$ cat config.mk
export PLATFORM = sky130hd
export DESIGN_NAME = mio_bus_arbiter
export DESIGN_NICKNAME = d
export VERILOG_FILES = /design/src/rtl/mio_bus_arbiter_pkg.sv /design/src/rtl/mio_rr_picker.sv /design/src/rtl/mio_bus_arbiter.sv
export SDC_FILE = /design/constraint.sdc
export NUM_CORES = 1
export LEC_CHECK = 0
export BUFFER_PORTS_ARGS = -buffer_cell sky130_fd_sc_hd__clkbuf_2
export CAP_MARGIN = 20
export CORE_MARGIN = 4
export CORE_UTILIZATION = 32
export DETAILED_ROUTE_END_ITERATION = 8
export GPL_TIMING_DRIVEN = 0
export PLACE_DENSITY_LB_ADDON = 0.25
export SYNTH_ARGS = -nofsm -noshare
export SYNTH_HDL_FRONTEND = slang
export SYNTH_HIERARCHICAL = 1
export SYNTH_SLANG_ARGS = --single-unit
export TNS_END_PERCENT = 20
$ cat constraint.sdc
create_clock -name clk -period 4.4 [get_ports clk]
set_input_delay 0.66 -clock clk [delete_from_list [all_inputs] [get_ports clk]]
set_output_delay 0.66 -clock clk [all_outputs]
set_load 0.02 [all_outputs]
$ cat src/rtl/mio_bus_arbiter_pkg.sv
// Shared definitions for the MIO bus arbiter: FSM state encoding and master IDs.
package mio_bus_arbiter_pkg;

  typedef enum logic [1:0] {
    ST_IDLE   = 2'd0,
    ST_ACCESS = 2'd1,
    ST_DONE   = 2'd2
  } state_t;

  localparam logic MASTER_CPU = 1'b0;
  localparam logic MASTER_DMA = 1'b1;

endpackage

$ cat src/rtl/mio_rr_picker.sv
// Two-way round-robin picker: on contention the master that did not win last time is chosen.
module mio_rr_picker
  import mio_bus_arbiter_pkg::*;
(
  input  logic cpu_req,
  input  logic dma_req,
  input  logic last_grant,
  output logic grant_valid,
  output logic grant_id
);

  always_comb begin
    grant_valid = cpu_req | dma_req;
    grant_id    = MASTER_CPU;
    if (cpu_req && dma_req) begin
      grant_id = (last_grant == MASTER_CPU) ? MASTER_DMA : MASTER_CPU;
    end else if (dma_req) begin
      grant_id = MASTER_DMA;
    end
  end

endmodule

$ cat src/rtl/mio_bus_arbiter.sv
// Shares the MIO bus between the CPU and a DMA requester: one access at a time,
// fixed wait states, one-cycle ready pulse back to the winning master.
module mio_bus_arbiter
  import mio_bus_arbiter_pkg::*;
#(
  parameter int WAIT_CYCLES = 1,
  parameter int AW          = 32,
  parameter int DW          = 32
) (
  input  logic          clk,
  input  logic          reset,
  input  logic          cpu_req,
  input  logic          cpu_we,
  input  logic [AW-1:0] cpu_addr,
  input  logic [DW-1:0] cpu_wdata,
  output logic [DW-1:0] cpu_rdata,
  output logic          cpu_ready,
  input  logic          dma_req,
  input  logic          dma_we,
  input  logic [AW-1:0] dma_addr,
  input  logic [DW-1:0] dma_wdata,
  output logic [DW-1:0] dma_rdata,
  output logic          dma_ready,
  output logic          mem_en,
  output logic          mem_we,
  output logic [AW-1:0] mem_addr,
  output logic [DW-1:0] mem_wdata,
  input  logic [DW-1:0] mem_rdata,
  output logic          owner
);

  localparam logic [3:0] WAIT_INIT = 4'(WAIT_CYCLES);

  state_t        state_q, state_d;
  logic [3:0]    cnt_q;
  logic          last_grant_q;
  logic          owner_q;
  logic          we_q;
  logic [AW-1:0] addr_q;
  logic [DW-1:0] wdata_q;
  logic [DW-1:0] cpu_rdata_q, dma_rdata_q;
  logic          grant_valid, grant_id;

  mio_rr_picker u_picker (
    .cpu_req     (cpu_req),
    .dma_req     (dma_req),
    .last_grant  (last_grant_q),
    .grant_valid (grant_valid),
    .grant_id    (grant_id)
  );

  always_ff @(posedge clk or posedge reset) begin
    if (reset) state_q <= ST_IDLE;
    else       state_q <= state_d;
  end

  always_comb begin
    state_d = state_q;
    case (state_q)
      ST_IDLE:   if (grant_valid) state_d = ST_ACCESS;
      ST_ACCESS: if (cnt_q == 4'd0) state_d = ST_DONE;
      ST_DONE:   state_d = ST_IDLE;
      default:   state_d = ST_IDLE;
    endcase
  end

  // Grant latch in IDLE; wait countdown and read capture in ACCESS
  always_ff @(posedge clk or posedge reset) begin
    if (reset) begin
      cnt_q        <= 4'd0;
      last_grant_q <= MASTER_DMA;
      owner_q      <= MASTER_CPU;
      we_q         <= 1'b0;
      addr_q       <= '0;
      wdata_q      <= '0;
      cpu_rdata_q  <= '0;
      dma_rdata_q  <= '0;
    end else begin
      case (state_q)
        ST_IDLE: begin
          if (grant_valid) begin
            owner_q <= grant_id;
            cnt_q   <= WAIT_INIT;
            if (grant_id == MASTER_DMA) begin
              we_q    <= dma_we;
              addr_q  <= dma_addr;
              wdata_q <= dma_wdata;
            end else begin
              we_q    <= cpu_we;
              addr_q  <= cpu_addr;
              wdata_q <= cpu_wdata;
            end
          end
        end
        ST_ACCESS: begin
          if (cnt_q != 4'd0) begin
            cnt_q <= cnt_q - 4'd1;
          end else begin
            last_grant_q <= owner_q;
            if (!we_q) begin
              if (owner_q == MASTER_DMA) dma_rdata_q <= mem_rdata;
              else                       cpu_rdata_q <= mem_rdata;
            end
          end
        end
        default: ;
      endcase
    end
  end

  // Strobes decode straight from state so an async reset drops them at once
  assign mem_en    = (state_q == ST_ACCESS);
  assign mem_we    = mem_en & we_q;
  assign mem_addr  = addr_q;
  assign mem_wdata = wdata_q;
  assign owner     = owner_q;
  assign cpu_ready = (state_q == ST_DONE) && (owner_q == MASTER_CPU);
  assign dma_ready = (state_q == ST_DONE) && (owner_q == MASTER_DMA);
  assign cpu_rdata = cpu_rdata_q;
  assign dma_rdata = dma_rdata_q;

endmodule

==> impl_summary.md, run 1 <==
STA
Setup violations remaining at the end of the flow were counted as 0. The count of endpoints failing hold in the final timing report came to 0. Setup repair after global routing left no endpoint under its margin. The smallest clock period supported by the final layout is computed as 2.40 ns. The tightest hold path in the finished design has a slack of 0.299 ns.

Static timing analysis puts the maximum clock frequency at 417 MHz. The count of final max-slew check failures is 0. The pin slew with the least headroom to its limit is 0.895 ns.

The fraction of the cycle the final worst path needs is 54.4%. The clock skew is 0.0102 ns. The worst relative slew slack is 40.3%.

CTS
The TritonCTS clock tree is done. For this design, the CTS-stage hold fixing added 0 buffers. The H-tree depth reported by CTS is 4. The number of gates resized after CTS is 0. After clock tree synthesis, the setup repair step added 0 buffers. The number of buffers created by CTS is 17. Clock tree synthesis selected as its root buffer the cell sky130_fd_sc_hd__clkbuf_16. At the later pin of the worst-skew pair, clock insertion delay measures 0.42 ns. The buffer levels on the longest clock path is 2.

The clock-pin slew on the worst setup and hold paths is 0.06 ns. The CTS sink count is 137.

Cells and area
The most frequent standard cell in the layout excluding fill and tap cells is sky130_fd_sc_hd__clkbuf_2. The fraction of the core area covered by cells at the end of the flow is 46.2%. 0 antenna diodes ended up in the layout. From synthesis to final layout, the design area changed by 41.6%. Of the cells placed in the final design, the portion with a size suffix greater than 1 is 51.3%. The number of nets in the layout is 947. In the layout the commonest cells are sky130_fd_sc_hd__clkbuf_2, sky130_fd_sc_hd__dfrtp_1, sky130_fd_sc_hd__nand2_1.

Synth
The post-synthesis sequential area ratio is 58.4%. The top cell type by total area after synthesis is sky130_fd_sc_hd__dfrtp_1. The share of Yosys cell area claimed by the top area cell type is 57.9%. The synthesized netlist occupies a cell area of 5880 um^2.

The net count of the mapped netlist is 629. The cell count after synthesis is 461. During synthesis, Yosys emitted a total of 6 warnings. In this run, distinct cell masters in the synthesized netlist total 33. Counting flops and latches in the post-synthesis netlist gives 137.

Sorting the synthesized cells by area gives the leading types as sky130_fd_sc_hd__dfrtp_1, sky130_fd_sc_hd__mux2i_1, sky130_fd_sc_hd__mux2_4, sky130_fd_sc_hd__mux2_2, sky130_fd_sc_hd__o21ai_0. The mean area per synthesized cell is 12.7 um^2.

Placed design
Routability-driven placement finished with a final weighted congestion of 0.763. The half-perimeter wire length after placement is 12.8 mm. Port buffering added 298 buffers.

Global route
Summed over all layers, the global routing overflow is 0. The wire length of the first global-routing pass is 25.1 mm. The number of antenna violations at the first check in global routing was 0. The via count of the first global-routing pass is 4783. The largest net degree at the start of global routing is 74. For this run, the total global-route usage over all layers was measured as 15.8%.

Status
The run finished with clean final reports.

Routing
The detailed router finished its first iteration with 109 violations. In the routed design, unresolved DRC markers number 0. The number of optimization iterations in the first detailed-route pass is 4.

The vias after detailed routing is 4644. For this block, the routed nets add up to 16.5 mm of wire. The routed length per placed instance is 16.2 um. Using the TritonRoute via totals, the vias-per-cell ratio works out to 4.55. The detail route stage leaves a number of antenna-violating nets equal to 0.

Worst setup path
In this run the critical register-to-register path is captured at mem_wdata[0]. STA classifies the critical path endpoint as a flip-flop. The arrival time at the worst endpoint is 2.67 ns.

The category of the worst setup path launch point is a flip-flop. The critical path class is flip-flop to flip-flop. Across all register-to-register paths, the minimum setup slack is 2.00 ns. The cell with the biggest individual delay on the critical path is sky130_fd_sc_hd__buf_1. Walking the worst path, the cells encountered are a21boi_1, clkbuf_1, buf_2, buf_1, mux2i_1, o21ai_0. The cell count of the worst reg-to-reg path is 6. Along the worst path, the maximum fanout reaches 10.

The peak per-stage delay on the critical path is 0.72 ns. The start of the worst register-to-register path is last_grant_q. Among cell families on the critical path, the largest total delay comes from buffers and inverters.

Counting both buffers and inverters, the worst setup path holds a total of 3. The required time reported for the critical path endpoint is 4.67 ns.

Floorplan
299 I/O pins were placed. The standard-cell row count is 49. The effective utilization at floorplan is 32.6%. From bottom edge to top edge, the die measures 144 um. The horizontal die dimension is 144 um.

The area of the core region is 18000 um^2. The full die area is 20600 um^2.

Flow run
The max-cap violation count is 0.

Min path
The tightest min-delay check is of the primary input to async pin type.

Pwr
IR analysis of the VDD net gives a maximum drop of 526 uV. The analysis attributes to cell leakage a power of 4.41 nW. For this design the ratio of total power to cell area is 795 nW/um^2.
-- power breakdown --
group          internal [mW]  leakage (nW)  switching [mW]  total [mW]
clock network          0.974         0.306           0.562        1.54
registers               1.90          1.66           0.349        2.24
logic                   1.11          2.45            1.72        2.83
-- per-layer routing --
metal,share of wire (%),global-route usage (%),vias to the layer above
li1,-,-,2233
met1,40,18.4,2199
met2,50,27.6,197
met3,8.3,4.89,15
met4,1.3,5.35,0
met5,0,0,-
-- state kept, by name, summed over array words and instances, names as in the netlist --
| signal | cells |
|---|---|
| cnt_q | 4 |
| cpu_rdata | 32 |
| dma_rdata | 32 |
| last_grant_q | 1 |
| mem_addr | 32 |
| mem_wdata | 32 |
| owner | 1 |
| state_q | 2 |
| we_q | 1 |
-- cell families (layout without fill, tap and decap cells) --
logic type	after synthesis	in the layout	share of synthesized area, %
AOI/OAI and AO/OA	71	71	6.28
and+or+nand+nor	86	86	6.52
adders and majority gates	2	2	0.426
buffers and inverters	33	364	2.64
DFF	137	137	58.4
muxes	132	132	25.8
-- how the worst max path moves through the flow --
| stage | end | from | slack, ns | depth (start not counted) |
|---|---|---|---|---|
| 6_report | mem_wdata[0] | last_grant_q | 2.00 | 6 |
| 5_1_grt | mem_wdata[0] | last_grant_q | 1.82 | 6 |
| 4_1_cts | mem_wdata[0] | last_grant_q | 1.92 | 6 |
| 3_5_place_dp | mem_wdata[0] | dma_req | 1.51 | 7 |
| 3_3_place_gp | mem_addr[8] | reset | -1.66 | 2 |
| 2_1_floorplan | cnt_q[0] | reset | 0.07 | 1 |
-- layout make-up --
| class | instances | area [um^2] |
|---|---|---|
| Tap cell | 229 | 287 |
| Timing Repair Buffer | 299 | 1520 |
| Multi-Input combinational cell | 291 | 2290 |
| Clock buffer | 20 | 447 |
| Buffer | 30 | 144 |
| Inverter | 3 | 16.3 |
| Sequential cell | 137 | 3430 |
| Fill cell | 1674 | 9700 |
| Clock inverter | 12 | 189 |
-- cells in the mapped netlist --
master and count:
sky130_fd_sc_hd__dfrtp_1 136, sky130_fd_sc_hd__nand2_1 70, sky130_fd_sc_hd__mux2i_1 67, sky130_fd_sc_hd__o21ai_0 66
sky130_fd_sc_hd__mux2_2 33, sky130_fd_sc_hd__mux2_4 30, sky130_fd_sc_hd__clkbuf_1 18, sky130_fd_sc_hd__buf_1 4
sky130_fd_sc_hd__buf_2 4, sky130_fd_sc_hd__buf_6 3, sky130_fd_sc_hd__inv_1 3, sky130_fd_sc_hd__ha_1 2
sky130_fd_sc_hd__mux2_1 2, sky130_fd_sc_hd__nand2b_1 2, sky130_fd_sc_hd__nor2_1 2, sky130_fd_sc_hd__nor3b_1 2
sky130_fd_sc_hd__a21bo_2 1, sky130_fd_sc_hd__a21boi_1 1, sky130_fd_sc_hd__a21oi_1 1, sky130_fd_sc_hd__and2_1 1
sky130_fd_sc_hd__and3b_1 1, sky130_fd_sc_hd__buf_4 1, sky130_fd_sc_hd__dfstp_2 1, sky130_fd_sc_hd__nand4b_1 1
sky130_fd_sc_hd__nor2b_1 1, sky130_fd_sc_hd__nor4_2 1, sky130_fd_sc_hd__o311ai_0 1, sky130_fd_sc_hd__o31ai_1 1
sky130_fd_sc_hd__or2_1 1, sky130_fd_sc_hd__or3_1 1, sky130_fd_sc_hd__or3b_2 1, sky130_fd_sc_hd__or3b_4 1
sky130_fd_sc_hd__or4b_1 1
-- per-stage QoR --
step | std cells | setup TNS, ns | total power, mW | instance area, um^2 | setup slack, ns
final | 1021 | 0 | 6.62 | 8320 | 2.00
after global routing | 1021 | 0 | 7.08 | 8320 | 1.82
after detailed placement | 989 | 0 | 5.16 | 7690 | 1.51
after floorplan | 461 | 0 | 4.07 | 5880 | 0.0738
after global placement | 988 | -224.12 | 5.12 | 7650 | -1.66
after CTS | 1021 | 0 | 6.73 | 8320 | 1.92
-- worst register-to-register path, cell delays in order, from the launching register on --
cell and delay, ns:
sky130_fd_sc_hd__dfstp_2 0.36, sky130_fd_sc_hd__a21boi_1 0.12, sky130_fd_sc_hd__clkbuf_1 0.16, sky130_fd_sc_hd__buf_2 0.36
sky130_fd_sc_hd__buf_1 0.72, sky130_fd_sc_hd__mux2i_1 0.41, sky130_fd_sc_hd__o21ai_0 0.12
(Power assumes the default switching activity.)
==> inputs of run 2 (changes only) <==
Clock period 4.4 ns to 2.4 ns, I/O delays scaled along.
==> impl_summary.md, run 2 (synthesis results as in run 1) <==
Status
The run finished with clean final reports.

Min path
The path with the worst hold slack has its endpoint at cpu_rdata[25]. The startpoint identified for the worst hold timing path is mem_rdata[25]. The worst min-delay path category is primary input to flip-flop. The number of stages on the worst hold path is 2.

Global route
The global routing usage on met2 is 26.6%. The via count of the first global-routing pass is 4746. met2 is the most crowded layer. The global routing met3 resource utilization is 5.96%. The first global-routing pass estimated 25.4 mm of wire. The number of antenna violations at the first check in global routing is 0. The total global routing overflow is 0. Entering global routing, the biggest net connects 42 pins. The fraction of met1 tracks used by global routing is 19.1%. The total routing resource utilization after global routing is 15.9%.

STA
The worst-case setup margin in the final layout is 0.160 ns. The clock skew is 0.00765 ns. The count of endpoints failing hold in the final timing report is 0.

Setup violations remaining at the end of the flow were counted as 0. The count of final max-slew check failures is 0. The maximum clock rate is 446 MHz.

The worst relative slew slack is 50.4%. Setup repair after global routing left no endpoint under its margin. The minimum clock period is 2.24 ns.

For the pin with the worst max-slew slack, the measured transition is 0.744 ns. The worst path uses 93.3% of the clock period.

Floorplan
The floorplan step defined a die boundary enclosing 20600 um^2. The count of pins on the block boundary is 299. The horizontal die dimension is 144 um. The effective utilization at floorplan is 32.6%. The floorplan has 49 rows. The area of the core region is 18000 um^2. The chip height is 144 um.

Routing
The antenna violation net count after detailed routing is 0. Using the TritonRoute via totals, the vias-per-cell ratio works out to 4.53. After detailed routing, the average wire length per cell comes to 16.0 um. The routed wire length is 16.4 mm.

After detailed routing, the number of remaining DRC violations is 0. The pre-antenna-repair detailed-routing pass consisted of 4 iterations. In this run, the number of DRC markers left after iteration 0 of detailed routing was 91. The vias after detailed routing is 4636.

Placed design
The cell count after placement is 991. The routability-driven placement congestion ratio is 0.734. The worst setup slack after placement is -0.360 ns. In this run the tool buffered the top-level ports with 298 buffer cells. The half-perimeter wire length after placement is 13.0 mm.

Pwr
The design draws 12.2 mW. The leakage power figure is 4.44 nW. The peak ir drop on the vdd network is 690 uV. For this design the ratio of total power to cell area is 1450 nW/um^2.

Flow run
Max-cap violations in this run came to 0.

Worst setup path
Setup slack on the worst reg-to-reg path comes out at 0.16 ns. The worst flop-to-flop path endpoint is cpu_rdata[21]. The capturing element type of the critical path is a flip-flop.

The start of the worst register-to-register path is state_q[1]. At the worst endpoint, the required time is 2.68 ns. The highest fanout seen on the critical path is 10. STA classifies the critical path startpoint as a flip-flop.

Counting cells, the worst reg-to-reg path comes to 4. The worst setup path is of the flip-flop to flip-flop kind. The arrival time at the worst endpoint is 2.52 ns.

Cells and area
The antenna diode count is 0. Relative to the synthesized area, the layout overhead comes to 42.6%. Leaving out fill and tap cells, the most frequent cells in the layout are sky130_fd_sc_hd__clkbuf_2, sky130_fd_sc_hd__dfrtp_1, sky130_fd_sc_hd__nand2_1. The number of nets in the layout is 950. The most frequent standard cell in the layout excluding fill and tap cells is sky130_fd_sc_hd__clkbuf_2. The count of cells in the finished layout, fillers not included, comes to 1023. In the final layout, the share of cells above drive strength 1 is 51.6%. At the end of the flow the core is filled with cells to 46.5%.

CTS
The library cell used as clock root buffer is sky130_fd_sc_hd__clkbuf_16. Clock-pin slew was measured on the worst setup and hold paths at 0.06 ns. The insertion delay to the later sink of the worst-skew pair is 0.41 ns.

The H-tree depth reported by CTS is 4. The longest clock path from root to sink contains 2 buffers. The number of buffers created by CTS is 17. For this design, the sink count on the clock tree is 137. TritonCTS built the clock tree.
==> run 2: cell count changes in the layout (fill, tap and decap cells not counted) <==
cell / change
sky130_fd_sc_hd__clkinvlp_4: +1
sky130_fd_sc_hd__clkbuf_2: +2
sky130_fd_sc_hd__buf_16: -1
sky130_fd_sc_hd__buf_1: -1
sky130_fd_sc_hd__inv_6: -4
sky130_fd_sc_hd__clkbuf_1: -2
sky130_fd_sc_hd__clkinv_2: +2
sky130_fd_sc_hd__dlygate4sd3_1: +1
sky130_fd_sc_hd__clkinv_4: -1
sky130_fd_sc_hd__buf_12: +3
sky130_fd_sc_hd__clkbuf_8: +1
sky130_fd_sc_hd__bufinv_16: +1
==> run 2: metrics by stage <==
step / hold slack [ns] / TNS, ns / instance area (um^2)
final: 0.191 / 0 / 8380
after global placement: 0.460 / -94.58 / 7660
after global routing: 0.177 / 0 / 8380
after floorplan: 0.436 / 0 / 5880
after detailed placement: 0.433 / -14.26 / 7720
after CTS: 0.165 / 0 / 8380
==> run 2: worst max path at each step <==
| stage | from | to | slack (ns) | depth (start not counted) |
|---|---|---|---|---|
| 2_1_floorplan | reset | cnt_q[0] | 0.33 | 1 |
| 3_5_place_dp | dma_req | mem_wdata[7] | -0.36 | 8 |
| 4_1_cts | last_grant_q | mem_wdata[1] | 0.08 | 6 |
| 6_report | state_q[1] | cpu_rdata[21] | 0.16 | 4 |
| 5_1_grt | last_grant_q | mem_wdata[19] | 0.03 | 6 |
| 3_3_place_gp | reset | dma_rdata[29] | -0.64 | 2 |
==> run 2: routing by layer <==
metal	part of all wire, %	up-vias
met2	49	195
met4	1.1	0
met3	10	14
met5	0	-
li1	-	2253
met1	40	2174
==> run 2: repair_timing <==
| action | CTS | global route |
|---|---|---|
| pin swaps | 0 | 0 |
| endpoints found under the hold margin | 20 | 0 |
| buffers inserted | 0 | 0 |
| gates resized for setup | 1 | 2 |
| hold buffers | 1 | 0 |
| setup endpoints to repair | 1 | 2 |
| cloned | 0 | 0 |
==> run 2: critical path, cell delays in order (launching register included) <==
cell and delay, ns:
sky130_fd_sc_hd__dfrtp_1 0.42, sky130_fd_sc_hd__or3b_4 0.44, sky130_fd_sc_hd__nor4_2 0.50, sky130_fd_sc_hd__buf_2 0.40
sky130_fd_sc_hd__mux2_2 0.37
==> run 2: area by class of cell <==
class	instances	area, um^2
fillers	1767	9640
flip-flops and latches	137	3430
inverters	3	15.0
plain buffers	30	146
well taps	229	287
clock buffers	20	457
multi-input cells	291	2290
clock inverters	11	194
repair buffers	302	1560
==> run 2: where the power goes <==
part / internal [mW] / total [mW] / switching, mW
sequential: 3.48 / 4.11 / 0.639
combinational: 2.05 / 5.21 / 3.16
clock: 1.90 / 2.86 / 0.959
==> inputs of run 3 (changes only) <==
Settings changed: ABC_AREA from default to 1, HOLD_SLACK_MARGIN from default to 0.12.
==> impl_summary.md, run 3 <==
Global route
Global routing used 32.4% of the available met2 tracks. The busiest layer in global routing is met2. The via count of the first global-routing pass is 5684. The total routing resource utilization after global routing is 19.4%. The number of antenna violations at the first check in global routing came to 0. The largest net degree at the start of global routing is 37.

The global routing met3 resource utilization is 6.85%. In the global route stage, met1 resource usage came out at 23.0%. The total global routing overflow is 0.

The first global-routing pass estimated 30.6 mm of wire.

Cells and area
The number of antenna diodes in the final layout is 0. The top cell types in the final layout, fill and taps aside, are sky130_fd_sc_hd__nand2_1, sky130_fd_sc_hd__clkbuf_2, sky130_fd_sc_hd__dfrtp_1. Leaving out fill and tap cells, the most frequent cell in the layout is sky130_fd_sc_hd__nand2_1. The number of nets in the layout is 1174. The proportion of layout cells with a drive suffix above 1 is 36.0%. From synthesis to final layout, the design area changed by 42.2%. The fill cell instance count of the final layout is 1741.

Synth
The share of Yosys cell area claimed by the top area cell type is 58.9%. The leading register cell type out of synthesis is sky130_fd_sc_hd__dfrtp_1. The post-synthesis sequential area ratio is 59.3%.

Yosys attributes the largest share of cell area to sky130_fd_sc_hd__dfrtp_1, sky130_fd_sc_hd__nand2_1, sky130_fd_sc_hd__a31oi_1, sky130_fd_sc_hd__nor2_1, sky130_fd_sc_hd__nand3_1. The cell with the most instances after synthesis is sky130_fd_sc_hd__nand2_1. Of all flip-flops after synthesis, the portion carrying an async set or reset was 100%.

After technology mapping, the gate count stands at 684. After synthesis, the most frequently instantiated cells are sky130_fd_sc_hd__nand2_1, sky130_fd_sc_hd__dfrtp_1, sky130_fd_sc_hd__nor2_1. The number of enable-type register cells in the synthesized netlist is 0. A synthesized cell averages 8.45 um^2. The biggest area contributor in the post-synthesis netlist is sky130_fd_sc_hd__dfrtp_1. The number of warnings reported in the yosys synthesis log is 6.

The distinct cell type count of the synthesized netlist is 22. Summing every instance area after synthesis gives 5780 um^2. The number of synthesized register bits is 137.

When the netlist entered floorplanning its net count stood at 852.

Placed design
The worst setup slack after placement is 0.330 ns. The count of buffers inserted at the top-level ports is 298. At the end of routability-driven placement, the weighted congestion stood at 0.836. After legalization and detailed placement, the total HPWL measured 15.3 mm.

Floorplan
The floorplan step set the die height to 142 um. The effective utilization at floorplan is 33.1%. The die is 142 um wide. The initialized floorplan defines 48 standard-cell rows. During I/O placement, the number of pins put on the boundary was 299. The full die area is 20300 um^2. The area of the core region is 17500 um^2.

Pwr
IR analysis of the VDD net gives a maximum drop of 633 uV. Power spread over the standard cell area amounts to 1470 nW/um^2. The leakage power figure is 4.40 nW.

The completed layout was analyzed and its total power is 12.1 mW.

Flow run
The max-cap violation count is 0.

Routing
After detailed routing, the number of remaining DRC violations is 0. The vias after detailed routing is 5780. In the final routed layout, each cell accounts on average for 15.9 um.

For this block, the initial DRC count from the detailed router was 219. The detail route stage leaves a number of antenna-violating nets equal to 0. The first TritonRoute pass finished after 5 iterations. Dividing the detail-routed via count by the number of cells gives 4.65. The routed design has 19.7 mm of wire.

Worst setup path
The critical path contains buffers and inverters numbering 2 combined. The required time reported for the critical path endpoint is 2.70 ns. In this run the critical register-to-register path is launched from cnt_q[0]. The critical path class is flip-flop to flip-flop. The critical path goes through inv_1, ha_1, nand2_1, nor2_4, nand3_1, buf_2, nand2_1, nand2_1. The cell with the biggest individual delay on the critical path is sky130_fd_sc_hd__dfrtp_1. The kind of cell adding the most delay to the critical path is simple AND/OR/NAND/NOR gates. The capturing element type of the critical path is a flip-flop. Of all nets on the critical path, the largest fanout is 10. Counting stages on the worst path, the most repeated cell is sky130_fd_sc_hd__nand2_1. The largest single stage delay on the critical path is 0.36 ns.

The launch point of the worst path is cnt_q[0]. The arrival time at the worst endpoint is 2.18 ns. The category of the worst setup path launch point is a flip-flop.

STA
The count of final max-slew check failures is 0. Measured against its own limit, the worst slew margin works out to 61.7%. The pin slew with the least headroom to its limit is 0.572 ns.

The final-report setup violation count is 0. Setup slack closes at 0.525 ns. The count of endpoints failing hold in the final timing report is 0.

The clock skew is 0.00704 ns. The maximum clock rate is 533 MHz. Dividing the final minimum period by the clock period gives 78.1%.

Setup repair after global routing left no endpoint under its margin. The worst path in the final design needs a cycle of 1.88 ns, including I/O delays and setup.

Min path
In this run the worst hold path is classified as primary input to flip-flop. The worst hold path begins at mem_rdata[0].

CTS
Clock-pin slew was measured on the worst setup and hold paths at 0.06 ns. For this design, the sink count on the clock tree is 137. The buffer levels on the longest clock path is 2. The library cell used as clock root buffer is sky130_fd_sc_hd__clkbuf_16. Counting the buffers created by CTS gives 17.

The insertion delay to the later sink of the worst-skew pair is 0.42 ns. Post-CTS repair changed the size of 0 cells. The H-tree generated during clock tree synthesis spans 4 levels. TritonCTS built the clock tree. The buffers inserted during post-CTS setup optimization is 0.

Status
The flow ran to the end, and the final reports show no timing, DRC or antenna violations.
[run 3: changes by cell type in the layout (fill, tap and decap cells not counted), sizes merged, moves of 3 or more]
cell    delta
bufinv     -4
o21ai     -62
clkbuf     -3
a31oi     +65
nand3     +36
nand2    +236
mux2i     -67
clkinv     +5
nor2      +71
buf       +15
inv        +9
mux2      -65
[run 3: worst register-to-register path, cell delays in order, from the launching register on]
cell                      delay, ns
sky130_fd_sc_hd__dfrtp_1       0.36
sky130_fd_sc_hd__inv_1         0.15
sky130_fd_sc_hd__ha_1          0.17
sky130_fd_sc_hd__nand2_1       0.17
sky130_fd_sc_hd__nor2_4        0.26
sky130_fd_sc_hd__nand3_1       0.25
sky130_fd_sc_hd__buf_2         0.27
sky130_fd_sc_hd__nand2_1       0.09
sky130_fd_sc_hd__nand2_1       0.05
[run 3: layout make-up]
cell class                 count  area, um^2  share of cell area (%)
sequential                   137        3430                    41.7
multi-input combinational    494        2120                    25.8
timing repair buffer         303        1590                    19.3
clock buffer                  18         439                    5.34
tap                          225         282                    3.43
buffer                        43         198                    2.41
clock inverter                14         124                    1.51
inverter                      10        41.3                   0.502
[run 3: per-stage QoR]
stage                     instance area, um^2  hold WS, ns  cells  util [%]  TNS [ns]
final                                    8220        0.156   1244      47.0         0
after global routing                     8220        0.143   1244      47.0         0
after CTS                                8220        0.128   1244      47.0         0
after detailed placement                 7650        0.360   1211      43.8         0
after global placement                   7560        0.454   1207      43.2    -85.62
after floorplan                          5790        0.453    684         -         0
[run 3: cells by family after synthesis]
group | Yosys count | share of synthesized area (%)
AO/OA/AOI/OAI | 72 | 7.64
XOR/XNOR | 1 | 0.152
adder cells (fa/ha/maj) | 2 | 0.433
buffers and inverters | 53 | 4.07
flip-flops | 137 | 59.3
AND/OR/NAND/NOR | 419 | 28.4
[run 3: timing repair]
item / in CTS / in global routing
hold endpoints to repair: 11 / 0
setup endpoints to repair: 0 / 0
hold buffers: 1 / 0
[run 3: final timing paths]
kind                            depth (start not counted)  slack (ns)       endpoint
worst max-delay path                                    8        0.52  dma_rdata[31]
worst min-delay path                                    3        0.16   dma_rdata[0]
worst max register to register                          8        0.52  dma_rdata[31]
worst min register to register                          2        0.47  cpu_rdata[11]
max in group asynchronous                               5        1.14   last_grant_q
min in group asynchronous                               3        0.48  dma_rdata[26]
[run 3: power by group]
group	leakage (nW)	switching (mW)	internal [mW]
clock network	0.281	1.06	1.46
registers	1.56	0.680	3.49
logic	2.55	3.68	1.74
[run 3: per-layer routing]
| layer | wire length [um] | vias to the layer above |
|---|---|---|
| li1 | - | 2853 |
| met1 | 7880 | 2649 |
| met2 | 9590 | 244 |
| met3 | 1730 | 34 |
| met4 | 525 | 0 |
| met5 | 0 | - |
